==> src/rtl/uart_pkg.sv <==
// uart_pkg: encodings shared by the UART transmit and receive paths.
//   - TX frame state encoding (3-bit, legacy-compatible constants)
//   - Parity type selector values
//   - Serial line levels for idle, start and stop bits
package uart_pkg;

    localparam logic [2:0] ST_IDLE   = 3'd0;
    localparam logic [2:0] ST_START  = 3'd1;
    localparam logic [2:0] ST_DATA   = 3'd2;
    localparam logic [2:0] ST_PARITY = 3'd3;
    localparam logic [2:0] ST_STOP   = 3'd4;

    localparam logic PAR_EVEN = 1'b0;
    localparam logic PAR_ODD  = 1'b1;

    localparam logic LINE_IDLE = 1'b1;
    localparam logic START_BIT = 1'b0;
    localparam logic STOP_BIT  = 1'b1;

endpackage

==> src/rtl/uart_tx_shifter.sv <==
// uart_tx_shifter: LSB-out shift register with a bit counter.
//   clk       : bit clock
//   rst       : synchronous active-high reset (clears register and counter)
//   load      : capture load_data, counter to 0
//   shift_en  : shift right by one, advance counter (wraps after last bit)
//   load_data : parallel word to serialize
//   bit0      : current LSB of the register
//   bit1      : next bit to become the LSB (lookahead for a registered line)
//   last      : counter is at the final bit index
module uart_tx_shifter #(
    parameter int unsigned DATA_WIDTH = 8
) (
    input  logic                  clk,
    input  logic                  rst,
    input  logic                  load,
    input  logic                  shift_en,
    input  logic [DATA_WIDTH-1:0] load_data,
    output logic                  bit0,
    output logic                  bit1,
    output logic                  last
);

    localparam int unsigned CNT_W = (DATA_WIDTH > 1) ? $clog2(DATA_WIDTH) : 1;

    logic [DATA_WIDTH-1:0] shift_q, shift_d;
    logic [CNT_W-1:0]      cnt_q, cnt_d;

    assign bit0 = shift_q[0];
    assign bit1 = shift_q[1];
    assign last = (cnt_q == CNT_W'(DATA_WIDTH - 1));

    always_comb begin
        shift_d = shift_q;
        cnt_d   = cnt_q;
        if (load) begin
            shift_d = load_data;
            cnt_d   = '0;
        end else if (shift_en) begin
            shift_d = {1'b0, shift_q[DATA_WIDTH-1:1]};
            cnt_d   = last ? '0 : cnt_q + 1'b1;
        end
    end

    always_ff @(posedge clk) begin
        if (rst) begin
            shift_q <= '0;
            cnt_q   <= '0;
        end else begin
            shift_q <= shift_d;
            cnt_q   <= cnt_d;
        end
    end

endmodule

==> src/rtl/uart_tx_frame_serializer.sv <==
// uart_tx_frame_serializer: UART transmit framer, one bit per CLK.
//   CLK        : TX bit clock
//   RST        : synchronous active-high reset, aborts any frame
//   P_DATA     : byte to send, sampled only when idle with Data_Valid
//   Data_Valid : transmit request strobe
//   PAR_EN     : append a parity bit to this frame
//   PAR_TYP    : 0 even, 1 odd parity
//   TX_OUT     : registered serial line (idles high)
//   Busy       : registered, high for every cycle of a frame
// Frame: start, DATA_WIDTH data bits LSB first, optional parity, stop.
module uart_tx_frame_serializer
    import uart_pkg::*;
#(
    parameter int unsigned DATA_WIDTH = 8
) (
    input  logic                  CLK,
    input  logic                  RST,
    input  logic [DATA_WIDTH-1:0] P_DATA,
    input  logic                  Data_Valid,
    input  logic                  PAR_EN,
    input  logic                  PAR_TYP,
    output logic                  TX_OUT,
    output logic                  Busy
);

    logic [2:0] state_q, state_d;
    logic       tx_q, tx_d;
    logic       busy_q, busy_d;
    logic       par_en_q, par_en_d;
    logic       par_bit_q, par_bit_d;

    logic       sh_load, sh_shift, sh_bit0, sh_bit1, sh_last;

    uart_tx_shifter #(.DATA_WIDTH(DATA_WIDTH)) u_shifter (
        .clk       (CLK),
        .rst       (RST),
        .load      (sh_load),
        .shift_en  (sh_shift),
        .load_data (P_DATA),
        .bit0      (sh_bit0),
        .bit1      (sh_bit1),
        .last      (sh_last)
    );

    // The line and Busy are registered, so each transition computes the
    // level belonging to the state being entered. While in DATA the line
    // already shows bit0, so the lookahead bit1 is what goes out next.
    always_comb begin
        state_d   = state_q;
        tx_d      = tx_q;
        par_en_d  = par_en_q;
        par_bit_d = par_bit_q;
        sh_load   = 1'b0;
        sh_shift  = 1'b0;
        case (state_q)
            ST_IDLE: begin
                tx_d = LINE_IDLE;
                if (Data_Valid) begin
                    sh_load   = 1'b1;
                    par_en_d  = PAR_EN;
                    par_bit_d = (PAR_TYP == PAR_ODD) ? ~(^P_DATA) : ^P_DATA;
                    state_d   = ST_START;
                    tx_d      = START_BIT;
                end
            end
            ST_START: begin
                state_d = ST_DATA;
                tx_d    = sh_bit0;
            end
            ST_DATA: begin
                sh_shift = 1'b1;
                if (sh_last) begin
                    state_d = par_en_q ? ST_PARITY : ST_STOP;
                    tx_d    = par_en_q ? par_bit_q : STOP_BIT;
                end else begin
                    tx_d    = sh_bit1;
                end
            end
            ST_PARITY: begin
                state_d = ST_STOP;
                tx_d    = STOP_BIT;
            end
            ST_STOP: begin
                state_d = ST_IDLE;
                tx_d    = LINE_IDLE;
            end
            default: begin
                state_d = ST_IDLE;
                tx_d    = LINE_IDLE;
            end
        endcase
        busy_d = (state_d != ST_IDLE);
    end

    always_ff @(posedge CLK) begin
        if (RST) begin
            state_q   <= ST_IDLE;
            tx_q      <= LINE_IDLE;
            busy_q    <= 1'b0;
            par_en_q  <= 1'b0;
            par_bit_q <= 1'b0;
        end else begin
            state_q   <= state_d;
            tx_q      <= tx_d;
            busy_q    <= busy_d;
            par_en_q  <= par_en_d;
            par_bit_q <= par_bit_d;
        end
    end

    assign TX_OUT = tx_q;
    assign Busy   = busy_q;

endmodule
==> config.mk <==
export PLATFORM = sky130hd
export DESIGN_NAME = uart_tx_frame_serializer
export DESIGN_NICKNAME = d
export VERILOG_FILES = /design/src/rtl/uart_pkg.sv /design/src/rtl/uart_tx_shifter.sv /design/src/rtl/uart_tx_frame_serializer.sv
export SDC_FILE = /design/constraint.sdc
export NUM_CORES = 1
export LEC_CHECK = 0
export CAP_MARGIN = 40
export CORE_MARGIN = 3
export CORE_UTILIZATION = 41
export DETAILED_ROUTE_END_ITERATION = 10
export PLACE_DENSITY = 0.65
export SLEW_MARGIN = 20
export SYNTH_ARGS = -nofsm -noshare
export SYNTH_HDL_FRONTEND = slang
export SYNTH_SLANG_ARGS = --single-unit
==> constraint.sdc <==
create_clock -name CLK -period 1.95 [get_ports CLK]
set_input_delay 0.4875 -clock CLK [delete_from_list [all_inputs] [get_ports CLK]]
set_output_delay 0.4875 -clock CLK [all_outputs]
set_load 0.03 [all_outputs]
==> results.py <==
metrics = {
    "status": {
        "outcome": "finished clean",
    },
    "route": {
        "wl_per_cell_um": 12.8,
        "antenna_left": 0,
        "drt-initial-drc-count": 4,
        "drtPass1Iterations": 4,
        "wl_mm": 1.77,
        "routed_via_density": 5.29,
        "route.detailed.drc": 0,
        "vias": 730,
    },
    "place": {
        "hpwl_mm": 1.38,
        "port_buffers": 14,
        "dp.cells": 135,
        "gp_congestion": 0.742,
        "place_ws_ns": -0.243,
    },
    "synth": {
        "syn-cell-area_um2": 861,
        "yosysTopAreaCell": "dfxtp_1",
        "synth.distinct_cells": 31,
        "yosys_register_bits": 18,
        "synth_most_common_cell": "dfxtp_1",
        "yosysSeqAreaShare_pct": 41.9,
        "synth_edf_count": 0,
        "synth_fp_nets": 108,
        "synth_ff_type": "dfxtp_1",
        "syn-instance-count": 93,
        "yosysTopAreaCellShare_pct": 41.9,
        "ys_top_cells_by_count": "18 x dfxtp_1, 12 x nand2_1, 10 x a21oi_1",
        "yosys_warnings": 0,
        "async_flop_share_pct": 0,
        "avgSynthCellArea_um2": 9.26,
        "yosys-top-cells-area": "dfxtp_1 42%, a22oi_1 6.1%, a21oi_1 5.8%",
    },
    "clocking": {
        "ctsResizeCount": 0,
        "clockBufferDepth": 2,
        "htreeDepth": 1,
        "cts_tree": "done",
        "worstSkewPairLatency_ns": 0.28,
        "cts_buffers": 3,
        "path_clk_slew_ns": 0.10,
        "clockRootBuffer": "clkbuf_4",
        "cts.sinks": 18,
    },
    "worst_setup_path": {
        "cp_slowest_cell": "clkdlybuf4s50_1",
        "startpoint": "P_DATA[1]",
        "crit_type": "input pin to register",
        "regToRegStartpoint": "state_q[1]",
        "crit_path_max_fanout": 2,
        "r2r_setup_slack_ns": 0.43,
        "crit_path_end": "par_bit_q",
        "regToRegEndpoint": "u_shifter.shift_q[7]",
        "endpoint_kind": "register",
        "r2r_cells": 4,
        "crit_arrival_ns": 2.03,
        "max_stage_delay_ns": 0.44,
        "cp-start-kind": "input pin",
        "cp.required_ns": 2.13,
        "crit_chain": "clkdlybuf4s50_1 > xnor2_1 > xnor3_1 > and4_4 > a311o_1",
    },
    "global_route": {
        "grt_pass1_wl_mm": 3.02,
        "grt-ovfl-total": 0,
        "grt_pass1_vias": 698,
        "antenna_found_initial": 0,
        "grt_max_degree": 12,
        "grtUsageTotal_pct": 15.0,
    },
    "floorplan": {
        "core-area_um2": 1860,
        "die_w_um": 51.8,
        "die_height_um": 51.8,
        "std_cell_rows": 15,
        "initial_core_util_pct": 46.3,
        "ios": 15,
        "die_area_um2": 2690,
    },
    "worst_hold_path": {
        "min_from": "u_shifter.shift_q[2]",
        "hold_class": "register to register",
    },
    "job": {
        "cap_viol_max_count": 0,
    },
    "cells_and_area": {
        "layout-drive-gt1-share_pct": 15.0,
        "area_growth_pct": 26.6,
        "fin_nets": 130,
        "n_antenna_cell": 0,
        "fin_cells": 138,
        "fill_cells": 165,
    },
    "sta": {
        "finalHoldViolations": 0,
        "fin_ws_ns": 0.105,
        "period_needed_ns": 1.84,
        "post-route-period-util_pct": 94.6,
        "slew_headroom_pct": 69.8,
        "finClkSkew_ns": 0.000628,
        "worst_pin_slew_ns": 0.452,
        "max_freq_mhz": 542,
        "setup_viol": 0,
        "grt_setup_unrepaired": "no",
        "slew_violations": 0,
    },
    "pwr": {
        "ir_drop_uv": 442,
        "power_density_nw_per_um2": 721,
        "p_leak_uw": 0.000417,
    },
}
==> report_power, final <==
group          switching, uW  internal, uW  total [uW]
combinational           84.9           105         190
sequential              20.6           394         415
clock                    110          71.6         181
total                    215           571         786
==> metrics by stage <==
stage	setup TNS [ns]	instance area, um^2	power [uW]	hold WS, ns	utilization [%]
after floorplan	0	861	534	0.436	-
after global placement	-0.181	1070	608	0.447	57.4
after detailed placement	-0.244	1070	614	0.451	57.4
after CTS	0	1090	801	0.469	58.7
after global routing	0	1090	831	0.492	58.7
final	0	1090	786	0.464	58.7
==> final cells by class <==
cell class	count	area, um^2	share of cell area (%)
clock buffers	3	22.5	2.07
inverters	3	11.3	1.03
multi-input cells	66	457	41.9
flip-flops and latches	18	360	33.1
repair buffers	23	208	19.1
well taps	25	31.3	2.87
==> per-layer routing <==
layer | share of wire (%) | routed length (um) | vias up | global-route usage (%)
met2 | 50 | 887 | 11 | 26.2
met3 | 3.3 | 59 | 2 | 2.58
met5 | 0 | 0 | - | 0
met4 | 0.68 | 12 | 0 | 6.55
met1 | 46 | 812 | 340 | 17.9
li1 | - | - | 377 | -
==> sequential cells by signal, indices dropped and copies added (netlist names) <==
register,cells
u_shifter.cnt_q,3
state_q,3
u_shifter.shift_q,8
TX_OUT,1
par_en_q,1
Busy,1
par_bit_q,1
==> how the worst min path moves through the flow <==
stage               slack (ns)                    to  cells past startpoint
floorplan                 0.44  u_shifter.shift_q[2]                      2
CTS                       0.47  u_shifter.shift_q[3]                      2
global placement          0.45  u_shifter.shift_q[5]                      2
detailed placement        0.45  u_shifter.shift_q[3]                      2
global route              0.49  u_shifter.shift_q[2]                      2
finish                    0.46  u_shifter.shift_q[2]                      2
==> worst max-delay path: cells and delay by family <==
family | cells | cell delay, ns
buffers and inverters | 1 | 0.44
AND/OR/NAND/NOR | 1 | 0.19
AO/OA/AOI/OAI | 1 | 0.26
XOR/XNOR | 2 | 0.65
==> cells by family after synthesis <==
kind of cell,Yosys count,synth area share [%]
fa+ha+maj,2,2.91
xor+xnor,6,7.70
compound gates,25,18.8
mux,1,1.16
buf+inv,9,5.09
flops,18,41.9
simple gates,32,22.5
==> cell usage in the layout, fill, tap and decap left out, types with 2 or more instances in the layout <==
master	count
a22oi_1	7
ha_1	2
a31oi_1	2
nand2_1	12
inv_1	3
a21oi_1	10
nor3_1	5
buf_4	9
clkbuf_4	3
dfxtp_1	18
clkdlybuf4s50_1	14
nor2_1	6
xnor2_1	4
==> timing repair <==
action	in CTS	in global routing
hold buffers	0	0
endpoints found under the setup margin	0	1
buffers inserted	0	0
Power figures use the tool's default switching activity.
